## src/rtl/fifo_reader.sv

```systemverilog
// Pops a latency-RD_LATENCY FIFO into a small circular skid buffer and streams
// the words downstream with valid/ready; pops are throttled so the buffer never overflows.
module fifo_reader #(
  parameter int DATA_WIDTH = 10,
  parameter int RD_LATENCY = 2,
  parameter int SKID_DEPTH = 4
) (
  input  logic                  clk,
  input  logic                  reset,
  input  logic                  enable,
  input  logic                  empty_fifo,
  input  logic                  almost_empty_fifo,
  input  logic                  error_fifo,
  input  logic [DATA_WIDTH-1:0] fifo_data_in,
  output logic                  pop,
  output logic [DATA_WIDTH-1:0] out_data,
  output logic                  out_valid,
  input  logic                  out_ready,
  output logic [1:0]            state,
  output logic [1:0]            in_flight,
  output logic [15:0]           words_read,
  output logic                  error_out
);

  // state  | meaning
  // IDLE   | no activity, waiting for enable
  // STREAM | issuing pops while buffer space and FIFO data allow
  // DRAIN  | enable dropped; finish in-flight reads and empty the buffer
  // ERROR  | FIFO error or lost capture; only reset leaves

  localparam int PW = (SKID_DEPTH > 1) ? $clog2(SKID_DEPTH) : 1;
  localparam int CW = $clog2(SKID_DEPTH + 1);

  typedef enum logic [1:0] {
    IDLE   = 2'b00,
    STREAM = 2'b01,
    DRAIN  = 2'b10,
    ERROR  = 2'b11
  } state_t;

  state_t                st, st_next;
  logic [DATA_WIDTH-1:0] buf_mem [SKID_DEPTH];
  logic [PW-1:0]         wr_ptr, rd_ptr;
  logic [CW-1:0]         occ, occ_next;
  logic [RD_LATENCY-1:0] pop_sr;
  logic [1:0]            in_flight_next;
  logic                  blocked, blocked_next, pop_next;
  logic                  capture_due, retire, capture, transfer;

  function automatic logic [PW-1:0] ptr_inc(input logic [PW-1:0] p);
    return (p == PW'(SKID_DEPTH - 1)) ? '0 : p + 1'b1;
  endfunction

  assign capture_due = pop_sr[RD_LATENCY-1];
  assign retire      = capture_due && (in_flight != 2'd0);
  assign capture     = retire && (st != ERROR);
  assign out_valid   = (occ != '0);
  assign transfer    = out_valid && out_ready;
  assign out_data    = out_valid ? buf_mem[rd_ptr] : '0;
  assign error_out   = (st == ERROR);
  assign state       = st;

  always_comb begin
    st_next = st;
    if (error_fifo || (capture_due && in_flight == 2'd0)) begin
      st_next = ERROR;
    end else begin
      case (st)
        IDLE:    if (enable) st_next = STREAM;
        STREAM:  if (!enable) st_next = DRAIN;
        DRAIN: begin
          if (enable) st_next = STREAM;
          else if (in_flight == 2'd0 && occ == '0) st_next = IDLE;
        end
        default: st_next = ERROR;
      endcase
    end

    in_flight_next = in_flight;
    if (pop && !retire) in_flight_next = in_flight + 2'd1;
    else if (!pop && retire) in_flight_next = in_flight - 2'd1;

    occ_next = occ;
    if (capture && !transfer) occ_next = occ + 1'b1;
    else if (!capture && transfer) occ_next = occ - 1'b1;

    // A pop issued on the last FIFO word is not yet visible in empty_fifo,
    // so further pops wait until every outstanding read has landed.
    blocked_next = blocked;
    if (pop && almost_empty_fifo) blocked_next = 1'b1;
    else if (in_flight_next == 2'd0) blocked_next = 1'b0;

    pop_next = (st == STREAM) && (st_next == STREAM) && enable && !empty_fifo &&
               !blocked_next &&
               ((int'(occ_next) + int'(in_flight_next)) < SKID_DEPTH);
  end

  always_ff @(posedge clk) begin
    if (!reset) begin
      st         <= IDLE;
      pop        <= 1'b0;
      pop_sr     <= '0;
      in_flight  <= 2'd0;
      blocked    <= 1'b0;
      occ        <= '0;
      wr_ptr     <= '0;
      rd_ptr     <= '0;
      words_read <= 16'd0;
    end else begin
      st        <= st_next;
      pop       <= pop_next;
      pop_sr    <= (pop_sr << 1) | RD_LATENCY'(pop);
      in_flight <= in_flight_next;
      blocked   <= blocked_next;
      occ       <= occ_next;
      if (capture) wr_ptr <= ptr_inc(wr_ptr);
      if (transfer) begin
        rd_ptr     <= ptr_inc(rd_ptr);
        words_read <= words_read + 16'd1;
      end
    end
  end

  always_ff @(posedge clk) begin
    if (reset && capture) buf_mem[wr_ptr] <= fifo_data_in;
  end

endmodule

```

## config.mk

```make
export PLATFORM = sky130hd
export DESIGN_NAME = fifo_reader
export DESIGN_NICKNAME = d
export VERILOG_FILES = /design/src/rtl/fifo_reader.sv
export SDC_FILE = /design/constraint.sdc
export NUM_CORES = 1
export LEC_CHECK = 0
export CAP_MARGIN = 30
export CORE_ASPECT_RATIO = 1.25
export CORE_MARGIN = 5
export CORE_UTILIZATION = 48
export DETAILED_ROUTE_END_ITERATION = 12
export GPL_TIMING_DRIVEN = 0
export HOLD_SLACK_MARGIN = 0.12
export PLACE_DENSITY = 0.76
export SLEW_MARGIN = 20
export SYNTH_ARGS = -nofsm -noshare
export SYNTH_HDL_FRONTEND = slang
export SYNTH_SLANG_ARGS = --single-unit
```

## constraint.sdc

```tcl
create_clock -name clk -period 2.4 [get_ports clk]
set_clock_uncertainty 0.1 [all_clocks]
set_input_delay 0.36 -clock clk [delete_from_list [all_inputs] [get_ports clk]]
set_output_delay 0.36 -clock clk [all_outputs]
set_load 0.01 [all_outputs]
```

==> metrics.yaml, run 1 <==
placed_design:
  place_congestion: 0.777
  place_inst: 373
  place_ws_ns: -0.415
  dpl.hpwl_um: 4070
  portBuffers: 49
global_route:
  grt_pass1_vias: 2014
  grt_overflow: 0
  grt_max_degree: 15
  grt_pass1_wl_um: 9800
  grtUsageTotal_pct: 16.0
  antenna_found_initial: 0
setup_path:
  crit_path_end: "pop$_SDFF_PN0_"
  regToRegSetupSlack_ns: -0.06
  arrival_ns: 2.64
  cp-end-kind: "register"
  rr_startpoint: "occ[1]$_SDFF_PN0_"
  path_max_fanout: 4
  crit_path_start: "occ[1]$_SDFF_PN0_"
  worstPathRequired_ns: 2.58
  critPathLaunchType: "register"
  reg2regPathDepth: 12
  r2r_end: "pop$_SDFF_PN0_"
  critPathKind: "reg2reg"
pwr:
  combPwrFrac_pct: 24.0
  leakage_uw: 0.00156
  p_per_area_mw_per_mm2: 779
  power_frac_clock_pct: 33.0
  switching_share_pct: 26.2
  seqPwrFrac_pct: 43.0
  peakVddDrop_mv: 0.440
  p_sw_uw: 846
  p_int_uw: 2380
  power_uw: 3230
hold_path:
  min_path_type: "reg2reg"
timing:
  fin_ws_ns: -0.0582
  setup_viol: 1
  hold_slack_ns: 0.348
  finalCritPeriodShare_pct: 102
  post-route-min-period_ns: 2.46
  relSlewSlack_pct: 63.9
  worst_pin_slew_ns: 0.541
  maxSlewViolCount: 0
  max_freq_ghz: 0.407
  finalHoldViolations: 0
  grt_setup_unrepaired: "true"
final_layout:
  syn2layout_area_growth_pct: 33.3
  final_core_util_pct: 66.4
  final_common_cell: "edfxtp_1"
  num_antenna_cells: 0
  fin_nets: 345
  final_cell_mix: "edfxtp_1 (40), clkdlybuf4s50_1 (38), dfxtp_1 (28)"
  final_cell_count_no_fill: 407
  drive_gt1_share_pct: 23.0
routing:
  first_pass_iters: 4
  drtAntennaViolNets: 0
  wl_met1_um: 2540
  met2WireLength_um: 3210
  drc: 0
  top_layer: "met4"
  wl_per_cell_um: 15.4
  drt_iter0_drc: 83
  num_vias: 2066
  via_per_inst: 5.08
  wl_met3_um: 340
  drt-total-wl_um: 6260
clocking:
  path_clk_slew_ns: 0.08
  numClockSinks: 73
  cts_buffers: 9
  root_buffer: "clkbuf_8"
  cts_tree: "done"
  cts_buffer_depth: 2
  htreeDepth: 3
  worstSkewPairLatency_ns: 0.35
yosys:
  synth_area_per_cell_um2: 13.0
  synth_edf_count: 40
  ys_ff_latch: 73
  synthesis.area_mm2: 0.00311
  yosys_warnings: 0
  ys_seq_area_share_pct: 59.8
  synth_flop_cell: "edfxtp_1"
  synthCells: 239
  syn-num-nets: 267
  ys_async_sr_fraction_pct: 0
  ys_types: 45
die:
  die_h_um: 100
  fp.dieW_um: 82.0
  num_rows: 32
  boundaryPins: 50
  design.core.area_mm2: 0.00625
  initial_core_util_pct: 49.8
  dieArea_mm2: 0.00821
outcome:
  violations: "setup timing"
  status: "finished with violations"
run:
  drv_cap: 0
[cells in the mapped netlist (all sizes together), types with 2 or more instances]
cell type  count  area (µm²)
edfxtp        40        1200
dfxtp         33         661
nand2         23        86.3
nor2          19        71.3
and2          17         109
xor2          12         105
ha            11         138
inv           10        37.5
mux4          10         225
a21oi          9        45.0
and3           6        42.5
clkbuf         4        15.0
nand3          4        25.0
nand4          4        25.0
xnor2          4        35.0
buf            3        20.0
nor3           3        15.0
or3            3        18.8
a31oi          2        12.5
maj3           2        21.3
nand2b         2        12.5
nor2b          2        20.0
o21ai          2        10.0
[power groups by stage]
stage / registers [µW] / logic (µW) / clock network (µW)
6_report: 1390 / 774 / 1070
2_1_floorplan: 1410 / 405 / 0
3_3_place_gp: 1410 / 647 / 0
3_5_place_dp: 1410 / 661 / 0
5_1_grt: 1390 / 840 / 1140
4_1_cts: 1390 / 707 / 1090
[cell families after synthesis]
family                     count (synthesis)  share of synthesized area (%)
xor gates and xnor gates                  17                           5.22
buffers and inverters                     17                           2.33
adders and majority gates                 13                           5.10
DFF                                       73                           59.8
muxes                                     11                           7.68
AOI/OAI and AO/OA                         19                           3.82
and+or+nand+nor                           89                           16.0
[through the flow]
stage               cell area (µm²)  TNS (ns)
floorplan                      3140   -0.0353
global placement               3730    -0.374
detailed placement             3730    -0.415
CTS                            4090   -0.0135
global route                   4150    -0.148
finish                         4150   -0.0582
[registers in the layout (all words and copies together) (netlist names), named ones only]
| register | cells |
|---|---|
| words_read | 16 |
| blocked | 1 |
| occ | 3 |
| state | 2 |
| buf_mem | 40 |
| pop_sr | 2 |
| in_flight | 2 |
| wr_ptr | 2 |
| rd_ptr | 2 |
| pop | 1 |
[final cells by class]
cell class              count  area, µm²
multi-input cells         149       1240
plain buffers               5       33.8
flip-flops and latches     73       1870
fillers                   482       2100
clock buffers               9        124
well taps                  85        106
inverters                  10       40.0
repair buffers             69        631
clock inverters             7        103
[how the worst min path moves through the flow]
stage / start / to / slack (ns) / cells past startpoint
global route: pop_sr[0]$_SDFF_PN0_ / pop_sr[1]$_SDFF_PN0_ / 0.38 / 1
finish: pop_sr[0]$_SDFF_PN0_ / pop_sr[1]$_SDFF_PN0_ / 0.35 / 1
floorplan: pop_sr[0]$_SDFF_PN0_ / pop_sr[1]$_SDFF_PN0_ / 0.31 / 1
detailed placement: pop_sr[0]$_SDFF_PN0_ / pop_sr[1]$_SDFF_PN0_ / 0.33 / 1
global placement: pop_sr[0]$_SDFF_PN0_ / pop_sr[1]$_SDFF_PN0_ / 0.32 / 1
CTS: pop_sr[0]$_SDFF_PN0_ / pop_sr[1]$_SDFF_PN0_ / 0.36 / 1
[critical path: stages, from the launching register on]
cell and delay (ns):
dfxtp_2 0.34, inv_2 0.06, ha_4 0.15, nor2b_4 0.13
inv_4 0.07, and2_4 0.15, maj3_2 0.18, mux2i_2 0.08
ha_2 0.20, or4b_4 0.52, nor3_2 0.16, o31ai_1 0.09
nor3_1 0.17
[routing by layer]
layer	vias to the layer above	global-route usage, %
met5	-	0
met4	0	7.54
met3	20	4.04
met2	64	26.4
met1	973	19.3
li1	1009	-
[timing repair]
item | CTS | global route
setup endpoints to repair | 12 | 1
resized for setup | 23 | 4
hold buffers | 0 | 0
pin swaps | 7 | 7
setup buffers | 15 | 6
No activity file was read; power rests on OpenSTA's default activity.
==> run 2, diff against run 1 <==
--- a/config.mk
+++ b/config.mk
@@ -8,11 +8,12 @@
 export CAP_MARGIN = 30
 export CORE_ASPECT_RATIO = 1.25
 export CORE_MARGIN = 5
-export CORE_UTILIZATION = 48
+export CORE_UTILIZATION = 57
 export DETAILED_ROUTE_END_ITERATION = 12
 export GPL_TIMING_DRIVEN = 0
 export HOLD_SLACK_MARGIN = 0.12
-export PLACE_DENSITY = 0.76
+export MAX_ROUTING_LAYER = met4
+export PLACE_DENSITY = 0.84
 export SLEW_MARGIN = 20
 export SYNTH_ARGS = -nofsm -noshare
 export SYNTH_HDL_FRONTEND = slang
==> constraint.sdc (replaced) <==
create_clock -name clk -period 2.87 [get_ports clk]
set_clock_uncertainty 0.1 [all_clocks]
set_input_delay 0.4305 -clock clk [delete_from_list [all_inputs] [get_ports clk]]
set_output_delay 0.4305 -clock clk [all_outputs]
set_load 0.01 [all_outputs]
==> metrics.yaml, run 2 (synthesis results as in run 1) <==
timing:
  worst_pin_slew_ns: 0.598
  max_freq_ghz: 0.367
  setup_viol: 0
  maxSlewViolCount: 0
  hold_slack_ns: 0.349
  post-route-min-period_ns: 2.72
  finalCritPeriodShare_pct: 94.8
  relSlewSlack_pct: 60.2
  finalHoldViolations: 0
setup_path:
  regToRegSetupSlack_ns: 0.15
  critPathLaunchType: "register"
  path_max_fanout: 5
  critPathKind: "reg2reg"
  crit_path_start: "in_flight[0]$_SDFF_PN0_"
  arrival_ns: 2.89
  crit_path_end: "pop$_SDFF_PN0_"
  rr_startpoint: "in_flight[0]$_SDFF_PN0_"
  worstPathRequired_ns: 3.03
  cp-end-kind: "register"
  r2r_end: "pop$_SDFF_PN0_"
  reg2regPathDepth: 11
routing:
  via_per_inst: 5.42
  wl_per_cell_um: 16.5
  num_vias: 2009
  drt-total-wl_um: 6110
  drc: 0
  drt_iter0_drc: 99
  first_pass_iters: 4
  drtAntennaViolNets: 0
clocking:
  cts_buffers: 9
  cts_hold_buf: 0
  cts_tree: "done"
  root_buffer: "clkbuf_8"
  cts_buffer_depth: 2
  numClockSinks: 73
  htreeDepth: 3
  path_clk_slew_ns: 0.08
  worstSkewPairLatency_ns: 0.34
die:
  dieArea_mm2: 0.00705
  design.core.area_mm2: 0.00537
  initial_core_util_pct: 58.0
  boundaryPins: 50
  num_rows: 30
  fp.dieW_um: 76.1
  die_h_um: 92.6
global_route:
  grt_pass1_wl_um: 10000
  antenna_found_initial: 0
  grt_max_degree: 14
  grtUsageTotal_pct: 18.6
  grt_pass1_vias: 2115
  grt_overflow: 0
final_layout:
  final_common_cell: "clkdlybuf4s50_1"
  reg.largest.list: "buf_mem x40, words_read x16, occ x3"
  regMostFlops: "buf_mem"
  fin_nets: 330
  final_cell_mix: "clkdlybuf4s50_1 (49), edfxtp_1 (40), dfxtp_1 (32)"
  final_area_mm2: 0.00396
  syn2layout_area_growth_pct: 27.2
  num_antenna_cells: 0
  drive_gt1_share_pct: 15.3
  largest_reg_flops: 40
pwr:
  power_frac_clock_pct: 34.4
  combPwrFrac_pct: 21.3
  p_per_area_mw_per_mm2: 657
  power_uw: 2600
  p_int_uw: 1950
  peakVddDrop_mv: 0.464
  p_sw_uw: 652
  switching_share_pct: 25.1
  seqPwrFrac_pct: 44.3
  leakage_uw: 0.00142
placed_design:
  dpl.hpwl_um: 4200
  portBuffers: 49
  placed_area_mm2: 0.00368
  place_congestion: 0.753
hold_path:
  min_path_type: "reg2reg"
outcome:
  status: "finished, final reports clean"
run:
  drv_cap: 0
[run 2: cell types whose count changed in the layout (fill, tap and decap cells not counted), moves of 2 or more]
| cell | delta |
|---|---|
| ha_1 | +3 |
| ha_4 | -2 |
| buf_4 | -17 |
| dfxtp_2 | -4 |
| clkdlybuf4s50_1 | +11 |
| dlygate4sd2_1 | -10 |
| inv_1 | +2 |
| dfxtp_1 | +4 |
[run 2: area by class of cell]
| cell class | instances | area, µm² |
|---|---|---|
| clock buffer | 10 | 138 |
| inverter | 10 | 37.5 |
| fill | 366 | 1410 |
| clock inverter | 6 | 91.3 |
| timing repair buffer | 52 | 513 |
| buffer | 7 | 36.3 |
| tap | 64 | 80.1 |
| sequential | 73 | 1860 |
| multi-input combinational | 149 | 1200 |
[run 2: power groups by stage]
stage | Sequential [µW] | Clock (µW) | Combinational [µW]
global placement | 1180 | 0 | 541
global route | 1160 | 960 | 606
floorplan | 1180 | 0 | 336
finish | 1150 | 895 | 553
detailed placement | 1180 | 0 | 552
CTS | 1150 | 916 | 555
[run 2: repair_timing]
item | CTS | global route
cloned | 0 | 0
pin swaps | 0 | 1
gates resized for setup | 2 | 7
endpoints found under the setup margin | 1 | 10
setup buffers | 0 | 3
endpoints found under the hold margin | 0 | 0
[run 2: worst min-delay path by stage]
stage | endpoint | start | slack (ns) | cells past startpoint
after detailed placement | pop_sr[1]$_SDFF_PN0_ | pop_sr[0]$_SDFF_PN0_ | 0.34 | 1
after global placement | pop_sr[1]$_SDFF_PN0_ | pop_sr[0]$_SDFF_PN0_ | 0.33 | 1
final | pop_sr[1]$_SDFF_PN0_ | pop_sr[0]$_SDFF_PN0_ | 0.35 | 1
after CTS | pop_sr[1]$_SDFF_PN0_ | pop_sr[0]$_SDFF_PN0_ | 0.36 | 1
after floorplan | pop_sr[1]$_SDFF_PN0_ | pop_sr[0]$_SDFF_PN0_ | 0.31 | 1
after global routing | pop_sr[1]$_SDFF_PN0_ | pop_sr[0]$_SDFF_PN0_ | 0.36 | 1
[run 2: metal layers]
layer	part of all wire (%)	up-vias	wire length (µm)	track usage, %
met5	0	-	0	-
met3	3.3	7	204	3.11
met4	1.3	0	78	8.75
li1	-	980	-	-
met1	41	979	2490	20.6
met2	55	43	3330	32.8
[run 2: worst max-delay path, stage by stage (launching register included)]
cell      delay [ns]
dfxtp_1         0.38
inv_1           0.06
ha_1            0.26
nand2b_2        0.26
nor2_4          0.18
maj3_1          0.20
mux2i_2         0.09
ha_1            0.21
or4b_1          0.54
nor3_2          0.13
o31ai_1         0.09
nor3_1          0.16
[run 2: through the flow]
step	util, %	worst slack (ns)	setup TNS [ns]	instances
after CTS	73.0	0.00285	0	368
after floorplan	-	0.198	0	239
after detailed placement	68.6	-0.135	-0.135	352
final	73.8	0.148	0	371
after global routing	73.8	-0.00296	-0.00296	371
after global placement	68.6	-0.0341	-0.0341	352
